File: src/rtl/nibble_adder_pkg.sv
// Shared constants and types for the nibble-serial adder.
//   NIBBLE_W  : width of one adder slice
//   state_t   : control FSM encoding
//   idx_width : bit width needed to count the nibbles of one operation
package nibble_adder_pkg;

  localparam int NIBBLE_W = 4;

  typedef enum logic [1:0] {
    IDLE = 2'd0,
    RUN  = 2'd1,
    DONE = 2'd2
  } state_t;

  // A single-nibble operation still needs a 1-bit counter.
  function automatic int idx_width(input int n);
    return (n > 1) ? $clog2(n) : 1;
  endfunction

endpackage

File: src/rtl/nibble_serial_adder_rca.sv
// 4-bit ripple-carry adder slice.
//   a, b : 4-bit addends
//   cin  : carry in
//   sum  : 5-bit result, carry-out in bit 4
module nibble_serial_adder_rca (
  input  logic [3:0] a,
  input  logic [3:0] b,
  input  logic       cin,
  output logic [4:0] sum
);

  // Separate carry nets keep the ripple chain free of vector self-dependency.
  logic c1, c2, c3, c4;

  assign sum[0] = a[0] ^ b[0] ^ cin;
  assign c1     = (a[0] & b[0]) | (a[0] & cin) | (b[0] & cin);
  assign sum[1] = a[1] ^ b[1] ^ c1;
  assign c2     = (a[1] & b[1]) | (a[1] & c1) | (b[1] & c1);
  assign sum[2] = a[2] ^ b[2] ^ c2;
  assign c3     = (a[2] & b[2]) | (a[2] & c2) | (b[2] & c2);
  assign sum[3] = a[3] ^ b[3] ^ c3;
  assign c4     = (a[3] & b[3]) | (a[3] & c3) | (b[3] & c3);
  assign sum[4] = c4;

endmodule

File: src/rtl/nibble_serial_adder.sv
// Multi-cycle WIDTH-bit adder that reuses one 4-bit ripple-carry slice,
// processing one nibble per clock, least-significant first.
//   clk, rst_n : clock and asynchronous active-low reset
//   start      : request, accepted when not busy
//   a, b, cin  : operands and carry-in, captured with start
//   busy       : nibbles in flight
//   done       : one-cycle completion pulse
//   sum, cout  : result, held until the next completion
module nibble_serial_adder
  import nibble_adder_pkg::*;
#(
  parameter int WIDTH = 16
) (
  input  logic             clk,
  input  logic             rst_n,
  input  logic             start,
  input  logic [WIDTH-1:0] a,
  input  logic [WIDTH-1:0] b,
  input  logic             cin,
  output logic             busy,
  output logic             done,
  output logic [WIDTH-1:0] sum,
  output logic             cout
);

  localparam int NIBBLES = WIDTH / NIBBLE_W;
  localparam int IDX_W   = idx_width(NIBBLES);
  localparam logic [IDX_W-1:0] LAST_IDX = IDX_W'(NIBBLES - 1);

  if (WIDTH < NIBBLE_W || (WIDTH % NIBBLE_W) != 0) begin : g_bad_width
    $error("nibble_serial_adder: WIDTH must be a non-zero multiple of 4");
  end

  state_t                      state;
  logic [WIDTH-1:0]            a_sh;
  logic [WIDTH-1:0]            b_sh;
  logic [WIDTH-1:0]            res_sh;
  logic                        carry_q;
  logic [IDX_W-1:0]            idx;
  logic [NIBBLE_W:0]           slice_sum;
  logic [WIDTH+NIBBLE_W-1:0]   res_cat;

  nibble_serial_adder_rca u_slice (
    .a   (a_sh[NIBBLE_W-1:0]),
    .b   (b_sh[NIBBLE_W-1:0]),
    .cin (carry_q),
    .sum (slice_sum)
  );

  // New nibble enters at the top; after NIBBLES shifts the word is aligned.
  assign res_cat = {slice_sum[NIBBLE_W-1:0], res_sh};

  always_ff @(posedge clk or negedge rst_n) begin
    if (!rst_n) begin
      state   <= IDLE;
      a_sh    <= '0;
      b_sh    <= '0;
      res_sh  <= '0;
      carry_q <= 1'b0;
      idx     <= '0;
      sum     <= '0;
      cout    <= 1'b0;
    end else begin
      case (state)
        IDLE, DONE: begin
          if (start) begin
            a_sh    <= a;
            b_sh    <= b;
            carry_q <= cin;
            idx     <= '0;
            state   <= RUN;
          end else begin
            state <= IDLE;
          end
        end
        RUN: begin
          res_sh  <= res_cat[WIDTH+NIBBLE_W-1:NIBBLE_W];
          carry_q <= slice_sum[NIBBLE_W];
          a_sh    <= a_sh >> NIBBLE_W;
          b_sh    <= b_sh >> NIBBLE_W;
          idx     <= idx + 1'b1;
          if (idx == LAST_IDX) begin
            sum   <= res_cat[WIDTH+NIBBLE_W-1:NIBBLE_W];
            cout  <= slice_sum[NIBBLE_W];
            state <= DONE;
          end
        end
        default: state <= IDLE;
      endcase
    end
  end

  assign busy = (state == RUN);
  assign done = (state == DONE);

endmodule

File: config.mk
export PLATFORM = sky130hd
export DESIGN_NAME = nibble_serial_adder
export DESIGN_NICKNAME = d
export VERILOG_FILES = /design/src/rtl/nibble_adder_pkg.sv /design/src/rtl/nibble_serial_adder_rca.sv /design/src/rtl/nibble_serial_adder.sv
export SDC_FILE = /design/constraint.sdc
export NUM_CORES = 1
export LEC_CHECK = 0
export CORE_ASPECT_RATIO = 1.5
export CORE_MARGIN = 4
export CORE_UTILIZATION = 46
export CTS_BUF_LIST = sky130_fd_sc_hd__clkbuf_4 sky130_fd_sc_hd__clkbuf_8
export DETAILED_ROUTE_END_ITERATION = 10
export HOLD_SLACK_MARGIN = 0.15
export PLACE_DENSITY = 0.68
export SETUP_SLACK_MARGIN = 0.5
export SYNTH_ARGS = -nofsm -noshare
export SYNTH_HDL_FRONTEND = slang
export SYNTH_SLANG_ARGS = --single-unit
File: constraint.sdc
create_clock -name clk -period 2.6 [get_ports clk]
set_clock_uncertainty 0.15 [all_clocks]
set_input_delay 0.39 -clock clk [delete_from_list [all_inputs] [get_ports clk]]
set_output_delay 0.39 -clock clk [all_outputs]
set_load 0.02 [all_outputs]
# Word level (Yosys, flattened, before mapping)
# Cells that the tools add are included.
# word_totals
output_inout_bits	19
register_bits	70
# classes
muxes	11
bitwise	28
n_reduce_logical	5
n_addsub	1
n_eq_ne	5
# op_table
operator	count
16-bit case mux with 2 select lines	2
16-bit 2-to-1 mux	2
1-bit bitwise AND	12
1-bit OR	8
2-bit case mux with 2 select lines	2
1-bit bitwise XOR	8
2-bit == test, second input constant	2
2-bit 2-to-1 mux	2
2-bit AND reduction	2
2-bit by 1-bit adder with 2-bit output, second input constant	1
2-bit by 1-bit == test with 1-bit output, second input constant	1
2-bit logical NOT	1
1-bit 2-to-1 mux	2
2-bit by 1-bit != test with 1-bit output, second input constant	1
2-bit != test, second input constant	1
1-bit case mux with 2 select lines	1
2-bit nonzero test	1
2-bit OR reduction	1

# Depth between registers and ports, before layout
# Gate-level depths: netlist (run 1).
# logic_depth
depth_word	13
ltp_mapped	10
mapped_depth_nobuf	10

# By module
# A second synthesis (run 1) with hierarchy kept.
# unflattened
cells_unflattened	275
hier_area_um2	3071.7
# by_module_without_submodules
module	area_per_inst_um2	cells_each	instances
nibble_serial_adder	2946.6	260	1
nibble_serial_adder_rca	125.1	15	1

# Worst setup path after synthesis (run 1)
# Ideal clock, no wire load.
# synth_timing
kind	reg2reg
from	register a_sh[0]
to	register res_sh[15]
synth_period_minus_slack_ns	2.189
n_path_buf	0
stages_incl_launch_ff	9
slack_ns	0.411
required_time_ns	2.374
arrival_ns	1.963
cell_sequence	dfrtp_1 -> inv_1 -> fa_1 -> inv_1 -> fa_1 -> fa_1 -> inv_1 -> fa_1 -> o21ai_1
# synth_between
elab_chain_cells	10
# synth_rtl
element	line	rtl
start: declaration	nibble_serial_adder.sv:35	logic [WIDTH-1:0] a_sh;
start signal: assignment	nibble_serial_adder.sv:79	a_sh <= a_sh >> NIBBLE_W;
1-bit bitwise AND	nibble_serial_adder_rca.sv:16	assign c1 = (a[0] & b[0]) | (a[0] & cin) | (b[0] & cin);
1-bit OR * (2 in series)	nibble_serial_adder_rca.sv:16	
1-bit bitwise AND	nibble_serial_adder_rca.sv:18	assign c2 = (a[1] & b[1]) | (a[1] & c1) | (b[1] & c1);
1-bit OR	nibble_serial_adder_rca.sv:18	
1-bit OR *	nibble_serial_adder_rca.sv:18	
1-bit bitwise AND	nibble_serial_adder_rca.sv:20	assign c3 = (a[2] & b[2]) | (a[2] & c2) | (b[2] & c2);
1-bit OR	nibble_serial_adder_rca.sv:20	
1-bit OR *	nibble_serial_adder_rca.sv:20	
1-bit bitwise XOR *	nibble_serial_adder_rca.sv:21	assign sum[3] = a[3] ^ b[3] ^ c3;
end signal: assignment	nibble_serial_adder.sv:77	res_sh <= res_cat[WIDTH+NIBBLE_W-1:NIBBLE_W];
end: declaration	nibble_serial_adder.sv:37	logic [WIDTH-1:0] res_sh;
# Every way passes the cells marked *; elsewhere a longest branch is shown, timed or not.
# A chain may end at the register's enable or synchronous reset.

# Worst setup path in the final report (run 1)
# layout_timing
from	register a_sh[0]
to	register sum[15]
# layout_between
elab_chain_cells	10
# layout_rtl
element	line	rtl
1-bit bitwise AND	nibble_serial_adder_rca.sv:16	
1-bit OR * (2 in series)	nibble_serial_adder_rca.sv:16	
1-bit bitwise AND	nibble_serial_adder_rca.sv:18	
1-bit OR	nibble_serial_adder_rca.sv:18	
1-bit OR *	nibble_serial_adder_rca.sv:18	
1-bit bitwise AND	nibble_serial_adder_rca.sv:20	
1-bit OR	nibble_serial_adder_rca.sv:20	
1-bit OR *	nibble_serial_adder_rca.sv:20	
1-bit bitwise XOR *	nibble_serial_adder_rca.sv:21	
end signal: assignment	nibble_serial_adder.sv:83	sum <= res_cat[WIDTH+NIBBLE_W-1:NIBBLE_W];
end: declaration	nibble_serial_adder.sv:22	output logic [WIDTH-1:0] sum,
# Marked as above.

==> results of run 1 <==
## cell families (layout without fill, tap and decap cells)
logic type                 Yosys count  after routing  share of synthesized area, %
buffers and inverters               31             89                         5.342
and+or+nand+nor                     76             76                         11.61
AOI/OAI and AO/OA                   67             67                         12.43
DFF                                 66             66                         51.10
muxes                               47             47                         16.65
adders and majority gates            5              5                         2.865
## power by group
group	switching [mW]	internal, mW	leakage (nW)
registers	0.342	1.52	0.808
clock network	0.397	0.440	0.0990
logic	1.07	1.08	0.859
## cell usage in the layout, fill, tap and decap left out, drive strengths merged
cell type and instances:
a211oi 25, a21oi 26, a22o 1, and2 1
buf 11, bufinv 1, clkbuf 9, clkdlybuf4s50 50
clkinv 5, clkinvlp 1, dfrtp 66, dlygate4sd2 2
dlygate4sd3 1, fa 4, ha 1, inv 9
mux2 15, mux2i 32, nand2 43, nand2b 2
nand3 1, nand3b 1, nor2 2, nor2b 26
o21ai 15
## area by class of cell
type	count	area, µm²
Clock buffer	9	123.9
Clock inverter	7	70.07
Fill cell	599	2834
Inverter	9	33.78
Multi-Input combinational cell	195	1421
Sequential cell	66	1653
Tap cell	78	97.59
Timing Repair Buffer	64	618.1
## per-layer routing
metal	share of wire, %	track usage, %
met1	46	20.70
met2	48	24.96
met3	4.1	4.715
met4	1.8	6.892
met5	0	0
## critical path: stages, from the launching register on
cell and delay, ps:
dfrtp_1 400, inv_2 70, fa_2 190, inv_2 40, fa_2 330, fa_2 350, inv_2 70, fa_2 440
o21ai_2 140
## worst max path at each step
| stage | to | slack, ps | cells after the start |
|---|---|---|---|
| 3_5_place_dp | carry_q | 320 | 10 |
| 3_3_place_gp | carry_q | 380 | 10 |
| 5_1_grt | sum[15] | 280 | 8 |
| 2_1_floorplan | carry_q | 480 | 10 |
| 4_1_cts | sum[15] | 360 | 8 |
| 6_report | sum[15] | 350 | 8 |
## state kept, by name (all words and copies together) (netlist names)
register	cells
a_sh	16
b_sh	16
sum	16
res_sh	12
idx	2
state	2
carry_q	1
cout	1
## stage by stage
stage / std cells / power (mW) / cell area, µm²
detailed placement: 410 / 4.035 / 3800
global route: 428 / 5.278 / 4018
floorplan: 292 / 3.387 / 3237
CTS: 427 / 4.890 / 4004
global placement: 410 / 3.949 / 3800
finish: 428 / 4.856 / 4018
## what timing repair did
action,in CTS,in global routing
resized for setup,6,3
hold buffers,1,0
hold endpoints to repair,20,0
setup endpoints to repair,6,5
cloned,0,0
pin swaps,1,1
setup buffers,0,1
==> metrics.md, run 1 <==
| Metric | Value |
|---|---|
| Synth unique cells | 23 |
| Via count | approximately 2200 |
| Number of synthesized register bits | 66 |
| Hpwl dp | 4.357 mm |
| Max Cap Violations | 0 |
| DR WL/cell | 14.57 µm |
| Worst Setup SP | a_sh[0] |
| Clock Tree Buf Depth | 2 |
| Final #Nets | 386 |
| Post-route ant nets | 0 |
| Asr flop ratio synth | 100.0% |
| H-tree depth | 3 |
| Hold slack | 325.8 ps |
| Starting DRT DRC Count | 107 |
| Row count | 37 |
| Post-synth top cells | dfrtp_1 (66), nand2_1 (43), mux2i_1 (32) |
| Core Area | a little under 7000 µm² |
| Initial antenna violation count | 0 |
| RSZ-0062 raised after global routing | true |
| Total GRT Usage | 16.02% |
| Critical path peak fanout | 3 |
| Syn Inst Count | 292 |
| Area Growth Syn to Fin | 24.31% |
| Post-synth EDFFs | 0 |
| Yosys warnings | 0 |
| WL final | 6.237 mm |
| Period utilisation layout | between 80 and 90% |
| Final core utilization | 58.64% |
| Hold endpoint | state[0] |
| Data required time of the critical path | between 2000 and 3000 ps |
| Root buffer cell | clkbuf_8 |
| Worst Path Arrival | 2360 ps |
| Final WS setup | around 350 ps |
| Setup TNS | 0 ps |
| Clock Sinks | 66 |
| Synth area leader | dfrtp_1 |
| FMAX | 444.9 MHz |
| Largest net degree at the start of global routing | 34 |
| Avg Synthesized Cell Area | 11.07 µm² |
| P per Cell Area | between 1000 and 1500 nW/µm² |
| DR vias/cell | between 5 and 6 |
| Die area | 8458 µm² |
| Final Hold Viols | 0 |
| Final setup fails | 0 |
| DIE HEIGHT | 110.7 µm |
| Status | finished, final reports clean |
| VDD IR max | 0.4244 mV |
| GRT overflow | 0 |
| Clock Pin Slew Worst Setup and Hold Paths | 80 ps |
| Post-Syn Nets | 333 |
| Antenna Cells | 0 |
| Layout cells sized above 1 | 15.14% |
| Port buffer count | 54 |
| Residual DRC | 0 |
| Ys flop type | dfrtp_1 |
| Path type of the worst min-delay path | in -> reg |
| R2r worst-path depth | 8 |
| Most frequent cell after synthesis | dfrtp_1 |
| HP Start | start |
| Clk_lat worst skew | around 340 ps |
| Register area share after synthesis | 51.10% |
| Max-slew headroom | 67.61% |
| FF-to-FF Start | a_sh[0] |
| Final Critical Period | roughly 2200 ps |
| Setup CP Type | reg -> reg |
| CP Launch Type | register |
| Static leakage | 1.766 nW |
| Post-synth top area share | roughly half |
| Worst reg2reg setup slack | 350 ps |
| Number of global-route vias before repair | 2237 |
| Ranking of synthesized cells by area | dfrtp_1 (51%), mux2i_1 (9.9%), mux2_4 (6.0%) |
| Initial Utilization | 47.17% |
| Reg-to-Reg End | sum[15] |
| Drt pass-1 iters | 4 |
| Place WS | 323.5 ps |
| Number of top-level pins | 55 |
| Hold path depth | 3 |
| Final Wtd Congestion | 0.7393 |
| Worst-Margin Slew | 485.9 ps |
| First-pass GRT wire length | roughly 11 mm |
| CTS tree | done |
| Final Max Slew Viols | 0 |
| Setup crit end kind | register |
| CTS buffer count | 9 |
| Die Wd | 76.44 µm |
| Synth Cell Area | 3232 µm² |
Power figures use the tool's default switching activity.
==> inputs of run 2 (changes only) <==
--- a/config.mk
+++ b/config.mk
@@ -6,7 +6,7 @@
 export NUM_CORES = 1
 export LEC_CHECK = 0
 export CORE_ASPECT_RATIO = 1.5
-export CORE_MARGIN = 4
+export CORE_MARGIN = 2
 export CORE_UTILIZATION = 46
 export CTS_BUF_LIST = sky130_fd_sc_hd__clkbuf_4 sky130_fd_sc_hd__clkbuf_8
 export DETAILED_ROUTE_END_ITERATION = 10
==> metrics.md, run 2 (synthesized netlist as in run 1, its figures left out) <==
| Metric | Value |
|---|---|
| Clock Pin Slew Worst Setup and Hold Paths | 80 ps |
| Number of top-level pins | 55 |
| Starting DRT DRC Count | 113 |
| DR vias/cell | 5.233 |
| CTS tree | done |
| FMAX | 443.7 MHz |
| Setup CP Type | reg -> reg |
| Final core utilization | about three fifths |
| Final Critical Period | 2254 ps |
| Total GRT Usage | 16.96% |
| VDD IR max | around 0.58 mV |
| Final Wtd Congestion | 0.7352 |
| Commonest non-fill, non-tap cell in the layout | dfrtp_1 |
| # placed instances | 409 |
| Initial Utilization | 47.17% |
| RSZ-0062 raised after global routing | true |
| Final Instance Count excl. Fillers | 430 |
| Largest registers | a_sh x16, b_sh x16, sum x16 |
| Area occupied by multi-input gates | 1421 µm² |
| Critical path peak fanout | 2 |
| Layout cells sized above 1 | 15.63% |
| Met1 usage | 22.28% |
| Data required time of the critical path | 2720 ps |
| Hpwl dp | between 4 and 5 mm |
| Worst-Margin Slew | ~500 ps |
| Critical-path cell list | inv_1, fa_2, inv_1, fa_2, fa_2, inv_2, fa_2, o21ai_2 |
| Worst Path Arrival | between 2000 and 2500 ps |
| Area Growth Syn to Fin | 25.40% |
| Die area | 7726 µm² |
| Post-route ant nets | 0 |
| Place WS | 336.7 ps |
| Final setup fails | 0 |
| Met3 Use GR | 3.289% |
| CTS buffer count | 9 |
| DR WL/cell | 14.34 µm |
| Final #Nets | between 300 and 400 |
| Status | finished, final reports clean |
| Initial antenna violation count | 0 |
| Core Area | 6852 µm² |
| Setup TNS | 0 ps |
| Clock Tree Buf Depth | 2 |
| GRT Max-Usage Layer | met2 |
| Slowest stage delay, CP | between 400 and 500 ps |
| Drt pass-1 iters | 4 |
| Antenna Cells | 0 |
| Max Cap Violations | 0 |
| Number of global-route vias before repair | 2048 |
| Die Wd | 72.44 µm |
| Largest net degree at the start of global routing | around 40 |
| DIE HEIGHT | 106.7 µm |
| H-tree depth | 3 |
| Total power | 4.934 mW |
| Most frequent cells in the layout | dfrtp_1 (64), clkdlybuf4s50_1 (50), nand2_1 (43) |
| Clk_lat worst skew | 340 ps |
| Final Hold Viols | 0 |
| Setup crit end kind | register |
| WL final | 6.165 mm |
| Final Max Slew Viols | 0 |
| Worst path most repeated cell | fa_2 |
| Clock Sinks | 66 |
| Port buffer count | 54 |
| CP Launch Type | register |
| Path type of the worst min-delay path | in -> async |
| Root buffer cell | clkbuf_8 |
| R2r worst-path depth | 8 |
| GRT overflow | 0 |
| Slowest cell on crit path | fa_2 |
| P per Cell Area | approximately 1200 nW/µm² |
| First-pass GRT wire length | 9.991 mm |
| Via count | 2250 |
| GR Layer Usage met2 | 26.21% |
| Residual DRC | 0 |
| FILL cells | between 600 and 700 |
| Period utilisation layout | 86.68% |
| Max-slew headroom | around 67% |
| Static leakage | 1.775 nW |
| Row count | 37 |
| Register Area | roughly 1700 µm² |
| Final WS setup | 346.2 ps |
run 2: routing by layer:
layer  share of wire [%]  routed length, µm  vias up
met3                 4.2                260       10
met4                 1.9                117        0
met5                   0                  0        -
met1                  45               2787     1057
met2                  49               2999       62
li1                    -                  -     1121
run 2: per-stage QoR:
| stage | hold WS (ps) | cell area [µm²] |
|---|---|---|
| floorplan | -55.59 | 3237 |
| global placement | 158.7 | 3805 |
| detailed placement | 168.0 | 3805 |
| CTS | 332.1 | 4028 |
| global route | 349.1 | 4053 |
| finish | 329.2 | 4053 |
run 2: final timing paths:
| path | from | endpoint | slack (ps) |
|---|---|---|---|
| max in group asynchronous | rst_n | a_sh[5] | 1350 |
| min | rst_n | sum[3] | 330 |
| min reg2reg | res_sh[7] | res_sh[7] | 330 |
| min in group clk | res_sh[7] | res_sh[7] | 330 |
| max reg2reg | b_sh[0] | res_sh[15] | 350 |
| max | b_sh[0] | res_sh[15] | 350 |
run 2: report_power, final:
part,total [mW],internal (mW),switching (mW)
clock,0.866,0.468,0.398
sequential,1.87,1.52,0.347
combinational,2.20,1.12,1.08
total,4.93,3.11,1.82
run 2: what timing repair did:
item	in CTS	in global routing
gates resized for setup	6	4
hold buffers	1	0
hold endpoints to repair	45	0
setup endpoints to repair	6	6
buffers inserted	1	3
pin swaps	1	1
run 2: worst max-delay path, delay by kind of cell (launching register included):
family	cells	cell delay, ps
buffers and inverters	3	200
flip-flops	1	390
adder cells (fa/ha/maj)	4	1320
AO/OA/AOI/OAI	1	140
run 2: layout make-up:
cell class | count | area share (%)
clock buffers | 10 | 3.396
clock inverters | 6 | 1.636
inverters | 9 | 0.8336
multi-input cells | 195 | 35.07
flip-flops and latches | 66 | 40.82
well taps | 78 | 2.408
repair buffers | 66 | 15.84
==> inputs of run 3 (changes only) <==
--- a/config.mk
+++ b/config.mk
@@ -6,12 +6,12 @@
 export NUM_CORES = 1
 export LEC_CHECK = 0
 export CORE_ASPECT_RATIO = 1.5
-export CORE_MARGIN = 2
+export CORE_MARGIN = 5
 export CORE_UTILIZATION = 46
 export CTS_BUF_LIST = sky130_fd_sc_hd__clkbuf_4 sky130_fd_sc_hd__clkbuf_8
 export DETAILED_ROUTE_END_ITERATION = 10
 export HOLD_SLACK_MARGIN = 0.15
-export PLACE_DENSITY = 0.68
+export PLACE_DENSITY = 0.71
 export SETUP_SLACK_MARGIN = 0.5
 export SYNTH_ARGS = -nofsm -noshare
 export SYNTH_HDL_FRONTEND = slang
==> constraint.sdc (replaced) <==
create_clock -name clk -period 1.9 [get_ports clk]
set_clock_uncertainty 0.15 [all_clocks]
set_input_delay 0.285 -clock clk [delete_from_list [all_inputs] [get_ports clk]]
set_output_delay 0.285 -clock clk [all_outputs]
set_load 0.02 [all_outputs]
==> metrics.md, run 3 (synthesized netlist as in run 1, its figures left out) <==
| Metric | Value |
|---|---|
| Status | complete, but fails checks |
| Failing checks | negative setup slack |
| Clk_lat worst skew | 340 ps |
| Residual DRC | 0 |
| DIE HEIGHT | 112.7 µm |
| H-tree depth | 3 |
| Clock Pin Slew Worst Setup and Hold Paths | 70 ps |
| R2r worst-path depth | 8 |
| FMAX | 440.0 MHz |
| Final #Nets | 406 |
| Area occupied by multi-input gates | about 1500 µm² |
| Hold slack | 336.1 ps |
| Number of global-route vias before repair | 2259 |
| Largest registers | a_sh x16, b_sh x16, sum x16 |
| Via count | approximately 2400 |
| Root buffer cell | clkbuf_8 |
| Hold path depth | 2 |
| Drt pass-1 iters | 4 |
| DR vias/cell | 5.277 |
| GRT overflow | 0 |
| FF-to-FF Start | a_sh[0] |
| Clock Tree Buf Depth | 2 |
| Layout cells sized above 1 | 27.57% |
| Final Cell Area | around 4300 µm² |
| Final WS setup | -372.6 ps |
| Data required time of the critical path | 2020 ps |
| Path type of the worst min-delay path | reg -> reg |
| Die area | about 9000 µm² |
| Port buffer count | 54 |
| Commonest non-fill, non-tap cell in the layout | dfrtp_1 |
| VDD IR max | 0.7347 mV |
| RSZ-0062 raised after global routing | true |
| Antenna Cells | 0 |
| Initial antenna violation count | 0 |
| Period utilisation layout | 119.6% |
| Total power | between 7 and 8 mW |
| HP Start | sum[12] |
| Worst-Margin Slew | 353.2 ps |
| Setup crit end kind | register |
| Final setup fails | 5 |
| Most frequent cells in the layout | dfrtp_1 (64), nand2_1 (43), clkdlybuf4s50_1 (33) |
| FILL cells | 561 |
| Final Instance Count excl. Fillers | 448 |
| Static leakage | about 2.0 nW |
| # placed instances | 415 |
| First-pass GRT wire length | 10.98 mm |
| Max-slew headroom | 76.46% |
| DR WL/cell | ~16 µm |
| CTS tree | done |
| Worst Setup SP | a_sh[0] |
| Final Max Slew Viols | 0 |
| Slowest cell on crit path | fa_2 |
| Core Area | 6852 µm² |
| Initial Utilization | 47.17% |
| Largest net degree at the start of global routing | 67 |
| Register Area | 1654 µm² |
| CP Launch Type | register |
| CTS buffer count | 9 |
| Post-route ant nets | 0 |
| Critical path peak fanout | 2 |
| Number of top-level pins | 55 |
| Final Hold Viols | 0 |
| Area Growth Syn to Fin | 32.95% |
| Worst path most repeated cell | fa_2 |
| Setup CP Type | reg -> reg |
| WL final | 7.043 mm |
| Row count | 37 |
| P per Cell Area | ~1700 nW/µm² |
| Hpwl dp | 4.291 mm |
| Die Wd | between 70 and 80 µm |
| Max Cap Violations | 0 |
| Starting DRT DRC Count | 127 |
| Final Critical Period | 2273 ps |
| Final Wtd Congestion | 0.7273 |
| Clock Sinks | 66 |
| Total GRT Usage | about 16% |
| Slowest stage delay, CP | 450 ps |
| Area of placed instances | 3859 µm² |
| Critical-path cell list | inv_2, fa_2, inv_2, fa_2, fa_2, inv_2, fa_2, o21ai_2 |
| Worst Path Arrival | ~2400 ps |
## run 3: final timing paths
check	end	slack, ps
max	sum[15]	-370
min	sum[12]	340
max reg2reg	sum[15]	-370
min reg2reg	sum[12]	340
max in group asynchronous	state[0]	960
min in group asynchronous	res_sh[7]	350
## run 3: cell type report
type / instances / area share [%]
multi-input combinational: 197 / 35.24
inverter: 9 / 0.8445
sequential: 66 / 38.50
tap: 78 / 2.271
clock inverter: 4 / 1.165
clock buffer: 12 / 3.698
timing repair buffer: 82 / 18.29
## run 3: per-layer routing
layer | part of all wire (%) | GRT usage [%] | vias up
li1 | - | - | 1158
met1 | 44 | 20.23 | 1141
met2 | 50 | 25.86 | 57
met3 | 4.9 | 4.254 | 8
met4 | 1.3 | 4.901 | 0
met5 | 0 | 0 | -
## run 3: report_power, final
part	leakage, nW	total (mW)	switching, mW	internal (mW)
Clock	0.102	1.22	0.531	0.690
Sequential	0.807	2.59	0.502	2.08
Combinational	1.05	3.45	1.67	1.78
Total	1.96	7.26	2.70	4.55
## run 3: timing repair
action / in CTS / in global routing
hold endpoints to repair: 66 / 0
buffers inserted: 2 / 9
cloned: 2 / 3
pin swaps: 6 / 1
setup endpoints to repair: 70 / 55
gates resized for setup: 89 / 19
hold buffers: 1 / 0
## run 3: critical path: cells and delay by family (launching register included)
family / cells / cell delay [ps]
fa+ha+maj: 4 / 1340
compound gates: 1 / 140
buf+inv: 3 / 180
flops: 1 / 400
## run 3: through the flow
step                      setup TNS, ps  setup slack, ps  utilization [%]
after floorplan                  -871.2           -224.9                -
after global placement            -1111           -301.2            56.32
after detailed placement          -1467           -363.9            56.32
after CTS                         -1297           -342.7            59.35
after global routing              -1874           -462.2            62.71
final                             -1324           -372.6            62.71
